<file path="config.mk">
export PLATFORM = sky130hd
export DESIGN_NAME = sprite_scheduler
export DESIGN_NICKNAME = d
export VERILOG_FILES = /design/src/rtl/sprite_pkg.sv /design/src/rtl/sprite_slot_match.sv /design/src/rtl/sprite_scheduler.sv
export SDC_FILE = /design/constraint.sdc
export NUM_CORES = 1
export LEC_CHECK = 0
export ABC_AREA = 1
export CORE_ASPECT_RATIO = 1.25
export CORE_MARGIN = 3
export CORE_UTILIZATION = 55
export DETAILED_ROUTE_END_ITERATION = 10
export GPL_TIMING_DRIVEN = 1
export PLACE_DENSITY_LB_ADDON = 0.05
export SETUP_SLACK_MARGIN = 0.5
export SYNTH_ARGS = -nofsm -noshare
export SYNTH_HDL_FRONTEND = slang
export SYNTH_SLANG_ARGS = --single-unit
</file>
<file path="constraint.sdc">
create_clock -name clk -period 13 [get_ports clk]
set_clock_uncertainty 0.1 [all_clocks]
set_input_delay 1.95 -clock clk [delete_from_list [all_inputs] [get_ports clk]]
set_output_delay 1.95 -clock clk [all_outputs]
set_load 0.05 [all_outputs]
</file>
<file path="src/rtl/sprite_pkg.sv">
// Shared constants and types for the sprite scheduler.
//   NUM_SLOTS / SLOT_W   : number of sprite copies and the width of a slot index
//   SPRITE_W / SPRITE_H  : bitmap size in pixels
//   COORD_W              : raster coordinate width
//   ROM_LAT              : image ROM read latency in cycles
//   slot_t               : per-slot record {x, y, en}
//   meta_t               : per-pixel metadata carried alongside the ROM read
//   state_t              : commit sequencer states
package sprite_pkg;

  localparam int NUM_SLOTS = 4;
  localparam int SLOT_W    = $clog2(NUM_SLOTS);
  localparam int SPRITE_W  = 48;
  localparam int SPRITE_H  = 48;
  localparam int COORD_W   = 10;
  localparam int ROM_LAT   = 1;

  // Out-of-range ROM address: the bitmap returns black here.
  localparam logic [COORD_W-1:0] ROM_X_NONE = COORD_W'(SPRITE_W);
  localparam logic [COORD_W-1:0] ROM_Y_NONE = COORD_W'(SPRITE_H);

  typedef struct packed {
    logic [COORD_W-1:0] x;
    logic [COORD_W-1:0] y;
    logic               en;
  } slot_t;

  typedef struct packed {
    logic              valid;
    logic              hit;
    logic [SLOT_W-1:0] slot;
  } meta_t;

  typedef enum logic {
    ST_IDLE   = 1'b0,
    ST_COMMIT = 1'b1
  } state_t;

  // True when p lies in [start, start+len). The end point is formed one bit
  // wider than the coordinate so a sprite near the right/bottom edge clips
  // instead of wrapping round to coordinate 0.
  function automatic logic in_span(input logic [COORD_W-1:0] p,
                                   input logic [COORD_W-1:0] start,
                                   input int                 len);
    logic [COORD_W:0] span_end;
    span_end = {1'b0, start} + (COORD_W+1)'(len);
    return (p >= start) && ({1'b0, p} < span_end);
  endfunction

endpackage

</file>
<file path="src/rtl/sprite_slot_match.sv">
// Combinational hit test for one sprite slot.
//   sx, sy, en   : active slot position (top-left) and enable
//   pix_x, pix_y : raster coordinate under test
//   hit          : pixel covered by this slot's sprite
//   loc_x, loc_y : sprite-local coordinate (meaningful only when hit=1)
module sprite_slot_match
  import sprite_pkg::*;
(
  input  logic [COORD_W-1:0] sx,
  input  logic [COORD_W-1:0] sy,
  input  logic               en,
  input  logic [COORD_W-1:0] pix_x,
  input  logic [COORD_W-1:0] pix_y,
  output logic               hit,
  output logic [COORD_W-1:0] loc_x,
  output logic [COORD_W-1:0] loc_y
);

  assign hit = en && in_span(pix_x, sx, SPRITE_W) && in_span(pix_y, sy, SPRITE_H);

  // Wraps when the pixel is outside the sprite; the scheduler discards the
  // value in that case.
  assign loc_x = pix_x - sx;
  assign loc_y = pix_y - sy;

endmodule

</file>
<file path="src/rtl/sprite_scheduler.sv">
// Places up to NUM_SLOTS copies of one 48x48 bitmap on the raster, all
// sharing a single image ROM.
//
// Ports:
//   clk, rst                 pixel clock, asynchronous active-high reset
//   cfg_valid/cfg_ready      config write handshake
//   cfg_slot, cfg_x, cfg_y,
//   cfg_en                   slot index, top-left position, enable
//   frame_start              one-cycle vsync pulse (display is blanked)
//   pix_valid, pix_x, pix_y  raster coordinate stream, one per cycle
//   rom_x, rom_y             sprite-local address to the image ROM
//   rom_r, rom_g, rom_b      ROM data, ROM_LAT cycles after the address
//   out_valid, out_hit,
//   out_slot, out_r/g/b      composited pixel, 2+ROM_LAT cycles after input
//
// Config handshake: a write transfers on a rising clk edge where
// cfg_valid & cfg_ready are both 1; cfg_slot/x/y/en must be stable while
// cfg_valid is high. cfg_ready is registered and is low only while a commit
// is copying the pending registers, so the producer may hold cfg_valid and
// simply wait. Writes land in pending registers and become visible only
// after the next frame_start commit.
module sprite_scheduler
  import sprite_pkg::*;
(
  input  logic               clk,
  input  logic               rst,
  input  logic               cfg_valid,
  output logic               cfg_ready,
  input  logic [SLOT_W-1:0]  cfg_slot,
  input  logic [COORD_W-1:0] cfg_x,
  input  logic [COORD_W-1:0] cfg_y,
  input  logic               cfg_en,
  input  logic               frame_start,
  input  logic               pix_valid,
  input  logic [COORD_W-1:0] pix_x,
  input  logic [COORD_W-1:0] pix_y,
  output logic [COORD_W-1:0] rom_x,
  output logic [COORD_W-1:0] rom_y,
  input  logic [7:0]         rom_r,
  input  logic [7:0]         rom_g,
  input  logic [7:0]         rom_b,
  output logic               out_valid,
  output logic               out_hit,
  output logic [SLOT_W-1:0]  out_slot,
  output logic [7:0]         out_r,
  output logic [7:0]         out_g,
  output logic [7:0]         out_b
);

  // ---------------------------------------------------------------------
  // Slot registers and commit sequencer
  // ---------------------------------------------------------------------
  slot_t             pend [NUM_SLOTS];
  slot_t             act  [NUM_SLOTS];
  state_t            state;
  logic [SLOT_W-1:0] cnt;

  always_ff @(posedge clk or posedge rst) begin
    if (rst) begin
      state     <= ST_IDLE;
      cnt       <= '0;
      cfg_ready <= 1'b1;
      for (int i = 0; i < NUM_SLOTS; i++) begin
        pend[i] <= '0;
        act[i]  <= '0;
      end
    end else begin
      case (state)
        ST_IDLE: begin
          // A write on the frame_start cycle lands in pending at this same
          // edge, so the commit that follows picks it up.
          if (cfg_valid && cfg_ready) begin
            pend[cfg_slot] <= '{x: cfg_x, y: cfg_y, en: cfg_en};
          end
          if (frame_start) begin
            state     <= ST_COMMIT;
            cnt       <= '0;
            cfg_ready <= 1'b0;
          end
        end
        ST_COMMIT: begin
          // One slot per cycle; frame_start is ignored until done.
          act[cnt] <= pend[cnt];
          cnt      <= cnt + 1'b1;
          if (cnt == SLOT_W'(NUM_SLOTS - 1)) begin
            state     <= ST_IDLE;
            cfg_ready <= 1'b1;
          end
        end
        default: begin
          state     <= ST_IDLE;
          cfg_ready <= 1'b1;
        end
      endcase
    end
  end

  // ---------------------------------------------------------------------
  // Stage 0: per-slot hit test and lowest-index priority select
  // ---------------------------------------------------------------------
  logic [NUM_SLOTS-1:0] hit_vec;
  logic [COORD_W-1:0]   loc_x [NUM_SLOTS];
  logic [COORD_W-1:0]   loc_y [NUM_SLOTS];

  for (genvar g = 0; g < NUM_SLOTS; g++) begin : g_match
    sprite_slot_match u_match (
      .sx    (act[g].x),
      .sy    (act[g].y),
      .en    (act[g].en),
      .pix_x (pix_x),
      .pix_y (pix_y),
      .hit   (hit_vec[g]),
      .loc_x (loc_x[g]),
      .loc_y (loc_y[g])
    );
  end

  logic               sel_hit;
  logic [SLOT_W-1:0]  sel_slot;
  logic [COORD_W-1:0] sel_x;
  logic [COORD_W-1:0] sel_y;

  // Scanning from the highest index down leaves the lowest hitting slot.
  always_comb begin
    sel_hit  = 1'b0;
    sel_slot = '0;
    sel_x    = ROM_X_NONE;
    sel_y    = ROM_Y_NONE;
    for (int i = NUM_SLOTS - 1; i >= 0; i--) begin
      if (hit_vec[i]) begin
        sel_hit  = 1'b1;
        sel_slot = SLOT_W'(i);
        sel_x    = loc_x[i];
        sel_y    = loc_y[i];
      end
    end
  end

  logic s0_hit;
  assign s0_hit = pix_valid && sel_hit;

  // ---------------------------------------------------------------------
  // Stage 1: ROM address plus metadata, then ROM_LAT alignment delay
  // ---------------------------------------------------------------------
  meta_t s1_meta;
  meta_t dly [ROM_LAT];

  always_ff @(posedge clk or posedge rst) begin
    if (rst) begin
      rom_x   <= ROM_X_NONE;
      rom_y   <= ROM_Y_NONE;
      s1_meta <= '0;
    end else begin
      rom_x   <= s0_hit ? sel_x : ROM_X_NONE;
      rom_y   <= s0_hit ? sel_y : ROM_Y_NONE;
      s1_meta <= '{valid: pix_valid, hit: s0_hit, slot: s0_hit ? sel_slot : '0};
    end
  end

  always_ff @(posedge clk or posedge rst) begin
    if (rst) begin
      for (int i = 0; i < ROM_LAT; i++) dly[i] <= '0;
    end else begin
      dly[0] <= s1_meta;
      for (int i = 1; i < ROM_LAT; i++) dly[i] <= dly[i-1];
    end
  end

  // ---------------------------------------------------------------------
  // Output register: ROM data is now aligned with its metadata
  // ---------------------------------------------------------------------
  meta_t d_meta;
  assign d_meta = dly[ROM_LAT-1];

  always_ff @(posedge clk or posedge rst) begin
    if (rst) begin
      out_valid <= 1'b0;
      out_hit   <= 1'b0;
      out_slot  <= '0;
      out_r     <= '0;
      out_g     <= '0;
      out_b     <= '0;
    end else begin
      out_valid <= d_meta.valid;
      out_hit   <= d_meta.hit;
      out_slot  <= d_meta.slot;
      out_r     <= d_meta.hit ? rom_r : 8'd0;
      out_g     <= d_meta.hit ? rom_g : 8'd0;
      out_b     <= d_meta.hit ? rom_b : 8'd0;
    end
  end

endmodule

</file>
# --- After elaboration in Yosys (flattened, before gate mapping) ---
# Index checks and enable logic that the tools add are counted.
op_classes:
  n_lt_le_gt_ge: 20
  addsub: 17
  n_eq_ne: 3
  bitwise_logic: 3
  mux: 39
  n_reduce_logical: 22
op_table:
  columns: ["op", "count"]
  rows:
  - ["bitwise mux 84 bit", 2]
  - ["2-to-1 mux 10 bit", 10]
  - ["adder 10 x 6 -> 11 bit, second input constant", 8]
  - ["less-than comparator 10 x 11 -> 1 bit", 8]
  - ["demux 21 bit (select 2 bit)", 2]
  - ["2-to-1 mux 21 bit", 4]
  - ["greater-or-equal comparator 10 bit", 8]
  - ["subtractor 10 bit", 8]
  - ["binary-select mux 21 bit (select 2 bit)", 1]
  - ["2-to-1 mux 8 bit", 3]
  - ["logical AND 1 bit", 20]
  - ["2-to-1 mux 2 bit", 6]
  - ["2-to-1 mux 1 bit", 8]
  - ["greater-or-equal comparator 3 bit, second input constant", 2]
  - ["less-than comparator 3 x 1 -> 1 bit, second input constant", 2]
  - ["NOT 2 -> 3 bit", 2]
  - ["one-hot mux 1 bit (2 select lines)", 2]
  - ["one-hot mux 2 bit (2 select lines)", 1]
  - ["AND reduction 2 bit", 2]
  - ["adder 2 x 1 -> 2 bit, second input constant", 1]
  - ["== test 2 bit, second input constant", 1]
  - ["inequality test 2 x 1 -> 1 bit, second input constant", 1]
  - ["inequality test 2 bit, second input constant", 1]
  - ["NOT 1 bit", 1]
word_totals:
  register_bits: 228
  wordCells: 145
  out_inout_bits: 49
  input_bits: 72

# --- Longest topological paths before layout ---
logic_depth:
  word_depth: 11
  depth_mapped: 20
  ltp_nobuf: 19

# --- Cells and area by module ---
# A second synthesis with hierarchy kept.
unflattened:
  hier_cells: 2240
  hier_area_um2: 16107.9
by_module_without_submodules:
  columns: ["module", "seq_area_each_um2", "area_per_inst_um2", "instances", "cells_per_inst"]
  rows:
  - ["sprite_scheduler", 5711.7, 9843.2, 1, 1165]
  - ["sprite_slot_match (g_match[1].u_match ...)", 0.0, 1554.0, 2, 267]
  - ["sprite_slot_match (g_match[0].u_match)", 0.0, 1592.8, 1, 272]
  - ["sprite_slot_match (g_match[3].u_match)", 0.0, 1564.0, 1, 269]

# --- Worst setup path after synthesis ---
# No wires, ideal clock.
synth_path:
  path_kind: "input to register"
  from: "input pix_x[0]"
  to: "register rom_x[2]"
  cell_stages: 15
  t_required_ns: 12.777
  slack_ns: 9.097
  t_arrival_ns: 3.680
  n_path_buf: 1
  setup_ns: 0.123
  path_cell_list: "inv_1 -> ha_1 -> inv_1 -> fa_1 -> nand2_1 -> nand3_1 -> nand2_1 -> nand2_1 -> nand4_1 -> nor2_2 -> nor2_2 -> nand3_4 -> buf_8 -> nand3_2 -> a21oi_2"
synth_between:
  elab_chain_cells: 10
  elab_cells_between_ends: 34
  classes_between: "add/sub (4); order compare (8); mux (9); reduce/logical (13)"
synth_lines:
  columns: ["element", "line", "rtl"]
  rows:
  - ["start: declaration", "sprite_scheduler.sv:35", "input logic [COORD_W-1:0] pix_x,"]
  - ["less-than comparator 10 x 11 -> 1 bit or greater-or-equal comparator 10 bit (tied branches)", "sprite_pkg.sv:47", "return (p >= start) && ({1'b0, p} < span_end);"]
  - ["logical AND 1 bit", "sprite_pkg.sv:47", null]
  - ["logical AND 1 bit (2 in series)", "sprite_slot_match.sv:19", "assign hit = en && in_span(pix_x, sx, SPRITE_W) && in_span(pix_y, sy, SPRITE_H);"]
  - ["2-to-1 mux 1 bit (4 in series)", "sprite_scheduler.sv:130", "if (hit_vec[i]) begin"]
  - ["logical AND 1 bit", "sprite_scheduler.sv:140", "assign s0_hit = pix_valid && sel_hit;"]
  - ["2-to-1 mux 10 bit (*)", "sprite_scheduler.sv:154", "rom_x <= s0_hit ? sel_x : ROM_X_NONE;"]
  - ["end signal: assignment", "sprite_scheduler.sv:154", null]
  - ["end: declaration", "sprite_scheduler.sv:37", "output logic [COORD_W-1:0] rom_x,"]
# Every way passes the cells marked *; elsewhere a longest branch is shown, timed or not.
# A chain may end at the register's enable or synchronous reset.

# --- Worst setup path after layout ---
layout_path:
  from: "input pix_y[7]"
  to: "register rom_y[2]"
layout_between:
  elab_chain_cells: 9
  elab_cells_between_ends: 26
  classes_between: "order compare (8); mux (9); reduce/logical (9)"
layout_lines:
  columns: ["element", "line", "rtl"]
  rows:
  - ["start: declaration", "sprite_scheduler.sv:36", "input logic [COORD_W-1:0] pix_y,"]
  - ["less-than comparator 10 x 11 -> 1 bit or greater-or-equal comparator 10 bit (tied branches)", "sprite_pkg.sv:47", null]
  - ["logical AND 1 bit", "sprite_pkg.sv:47", null]
  - ["logical AND 1 bit", "sprite_slot_match.sv:19", null]
  - ["2-to-1 mux 1 bit (4 in series)", "sprite_scheduler.sv:130", null]
  - ["logical AND 1 bit", "sprite_scheduler.sv:140", null]
  - ["2-to-1 mux 10 bit (*)", "sprite_scheduler.sv:155", "rom_y <= s0_hit ? sel_y : ROM_Y_NONE;"]
  - ["end signal: assignment", "sprite_scheduler.sv:155", null]
  - ["end: declaration", "sprite_scheduler.sv:38", "output logic [COORD_W-1:0] rom_y,"]
# Marks and branches as above.

==> impl_metrics.env <==
export IMPL_ctsHoldBuffers=0
export IMPL_hp_class="flip-flop to flip-flop"
export IMPL_worst_path_buf_inv=3
export IMPL_fillers=2510
export IMPL_cp_slowest_cell="clkdlybuf4s50_1"
export IMPL_endpoint_kind="flip-flop"
export IMPL_cts_made_buffers=24
export IMPL_relSlewSlack_pct=33.4
export IMPL_n_antenna_cell=0
export IMPL_ff2ff_path_depth=16
export IMPL_wl_per_cell_um=16.9
export IMPL_tns_ps=0
export IMPL_power_density_nw_per_um2=220
export IMPL_peakVddDrop_mv=0.154
export IMPL_finalSetupViolations=0
export IMPL_first_iter_violations=702
export IMPL_clockBufferDepth=3
export IMPL_core_sq_um=27200
export IMPL_start_util_pct=56.7
export IMPL_startpoint_type="primary input"
export IMPL_grt_pass1_wl_um=66800
export IMPL_final_max_slew_viol_count=0
export IMPL_layout_min_cycle_time_ps=4960
export IMPL_crit_family="buffers and inverters"
export IMPL_yosysTopAreaCell="dfrtp_1"
export IMPL_synth_top_cell_area_share_pct=36.3
export IMPL_clkLatencyLatePin_ps=540
export IMPL_power_leakage_nw=8.60
export IMPL_dp_slack_ps=7510
export IMPL_final_nets=2320
export IMPL_max_freq_mhz=202
export IMPL_ys_ff_latch=228
export IMPL_area_delta_synth_final_pct=14.0
export IMPL_min_delay_start="d_meta[3]$_DFF_PP0_"
export IMPL_ioPinCount=121
export IMPL_synth_edff_count=0
export IMPL_worstSetupPathType="primary input to flip-flop"
export IMPL_regToRegSetupSlack_ps=9390
export IMPL_grt_max_degree=93
export IMPL_cp_slowest_stage_delay_ps=650
export IMPL_multi_input_area_sq_um=8420
export IMPL_syn_avg_cell_area_sq_um=7.68
export IMPL_gr_total_overflow=0
export IMPL_whs_path_depth=0
export IMPL_die_h_um=193
export IMPL_fin_crit_sh_pct=38.1
export IMPL_grt_pass1_vias=13099
export IMPL_drtPass1Iterations=5
export IMPL_num_vias=13501
export IMPL_async_flop_share_pct=100
export IMPL_cts_sinks=228
export IMPL_drive_above_1_share_pct=5.34
export IMPL_dpl_hpwl_um=31700
export IMPL_numPortBuffers=120
export IMPL_rsz0062_at_grt="false"
export IMPL_worstPathMaxFanout=34
export IMPL_drv_cap=0
export IMPL_ant_nets=0
export IMPL_place_congestion=0.968
export IMPL_ys_warnings_count=0
export IMPL_drc_errors=0
export IMPL_post_cts_buffers=0
export IMPL_fin_ws_ps=8040
export IMPL_fp_dieArea_sq_um=30000
export IMPL_outcome="completed"
export IMPL_ys_types=46
export IMPL_row_count=67
export IMPL_power_mw=3.86
export IMPL_tightest_slew_ps=998
export IMPL_timing_rr_start="act[26]$_DFFE_PP0P_"
export IMPL_timing_rr_end="rom_y[4]$_DFF_PP1_"
export IMPL_synth_cells=2003
export IMPL_synth_area_leaders="dfrtp_1 (36%), nand2_1 (13%), ha_1 (11%), o21ai_0 (6.9%), inv_1 (6.0%)"
export IMPL_crit_chain="clkdlybuf4s50_1, ha_1, inv_1, o21ai_0, a21oi_1, nand3_1, a21oi_1, nor2_2, nand2_2, clkinv_1, o21ai_0, nand2_1, a21oi_2"
export IMPL_antenna_found_initial=0
export IMPL_routed_wl_um=41600
export IMPL_min_to="out_valid$_DFF_PP0_"
export IMPL_cp_required_ps=13350
export IMPL_ys_flop_type="dfrtp_1"
export IMPL_clockRootBuffer="clkbuf_16"
export IMPL_yosysSeqAreaShare_pct=37.1
export IMPL_h_tree_depth=1
export IMPL_synth_area_sq_um=15400
export IMPL_cts_tree="yes"
export IMPL_critPathArrivalTime_ps=5310
export IMPL_cts_resized_gates=0
export IMPL_final_hold_viol_count=0
export IMPL_grt_use_total_pct=27.4
export IMPL_synth_nets=2223
export IMPL_path_clk_slew_ps=60
export IMPL_die_width_um=156
export IMPL_regArea_sq_um=5710
export IMPL_viasPerCell=5.48
placed cells by master (no fill, tap or decap), drive strengths merged:
master         netlist  routed
a31oi                8       8
nand2              561     561
xor2                69      69
nor4                 1       1
clkdlybuf4s50        0     120
a21boi               3       3
clkbuf              48      37
a21o                 9       9
a211oi               2       2
nor3                16      16
o21bai               7       7
fa                   8       8
a21oi              118     118
inv                252     253
nand3b              12      12
xnor2               17      17
o2111ai              3       3
o21ai              234     234
and2                 2       2
nand3               85      85
o211ai               3       3
o21a                 2       2
nor2               119     119
nand4               14      14
buf                 14      13
a32o                21      21
a22o                 1       1
dfstp                5       5
dfrtp              223     223
or2                  3       3
ha                 140     140
clkinv               3       8
cell families (layout without fill, tap and decap cells):
group           Yosys count  count (layout)  synth area share, %
compound gates          411             411                 14.9
xor+xnor                 86              86                 4.89
fa+ha+maj               148             148                 12.4
buf+inv                 317             431                 8.18
flops                   228             228                 37.1
simple gates            813             813                 22.5
where the power goes:
| group | internal (mW) | switching [mW] | leakage [nW] | total [mW] |
|---|---|---|---|---|
| registers | 0.955 | 0.189 | 2.96 | 1.14 |
| clock network | 0.360 | 0.281 | 0.353 | 0.642 |
| logic | 0.739 | 1.33 | 5.29 | 2.07 |
registers in the layout, indices dropped and copies added, names as in the netlist:
| name | count |
|---|---|
| rom_x | 10 |
| out_valid | 1 |
| cfg_ready | 1 |
| out_hit | 1 |
| d_meta | 4 |
| rom_y | 10 |
| cnt | 2 |
| s1_meta | 4 |
| out_r | 8 |
| state | 1 |
| out_slot | 2 |
| pend | 84 |
| out_b | 8 |
| act | 84 |
| out_g | 8 |
layer usage:
metal | global-route usage (%) | share of wire, % | up-vias
li1 | - | - | 6699
met1 | 36.4 | 44 | 6368
met2 | 47.8 | 48 | 353
met3 | 2.63 | 4.7 | 81
met4 | 8.22 | 3.0 | 0
met5 | 0 | 0 | -
per-stage QoR:
step	utilization [%]	hold WS, ps	cells	area [sq um]
after global routing	64.6	257	2462	17500
after CTS	64.6	248	2462	17500
after global placement	62.0	232	2419	16800
final	64.6	247	2462	17500
after detailed placement	62.0	235	2419	16800
after floorplan	-	231	2003	15400
worst register-to-register path: stages, from the launching register on:
cell	delay (ps)
dfrtp_1	380
inv_1	90
ha_1	250
nor2_1	140
xor2_1	170
ha_1	270
a21oi_1	140
nand3b_1	120
nand2_1	70
nor2_2	160
nand3_2	110
nor2_2	780
nor2_2	140
nand3_4	270
nand2_2	120
inv_1	130
nand3_1	80
cells in the mapped netlist (6+ instances only):
| master | count |
|---|---|
| a31oi_1 | 8 |
| nand3b_1 | 11 |
| xor2_1 | 69 |
| o21ai_0 | 212 |
| a21oi_2 | 11 |
| dfrtp_1 | 223 |
| inv_1 | 247 |
| nor2_1 | 102 |
| a32o_1 | 21 |
| fa_1 | 8 |
| a21o_1 | 9 |
| nand3_1 | 68 |
| nand3_2 | 15 |
| a21oi_1 | 107 |
| nor3_1 | 16 |
| buf_2 | 6 |
| nand2_2 | 9 |
| clkbuf_1 | 48 |
| o21bai_1 | 7 |
| nand2_1 | 552 |
| nand4_1 | 13 |
| o21ai_1 | 22 |
| ha_1 | 140 |
| nor2_2 | 14 |
| xnor2_1 | 17 |
worst max path at each step:
stage	cells past startpoint	slack [ps]	end	startpoint
2_1_floorplan	1	4710	act[0]$_DFFE_PP0P_	rst
3_3_place_gp	15	7510	rom_y[4]$_DFF_PP1_	pix_x[4]
3_5_place_dp	15	7510	rom_y[4]$_DFF_PP1_	pix_x[4]
4_1_cts	15	8050	rom_y[4]$_DFF_PP1_	pix_x[4]
5_1_grt	15	7790	rom_y[4]$_DFF_PP1_	pix_x[4]
6_report	13	8040	rom_y[2]$_DFF_PP0_	pix_y[7]
cell type report:
cell class / count / area share, %
clock buffer: 37 / 3.88
clock inverter: 6 / 0.214
inverter: 255 / 5.50
multi-input combinational: 1458 / 48.0
sequential: 228 / 32.6
tap: 345 / 2.46
timing repair buffer: 133 / 7.40
Power figures use the tool's default switching activity.
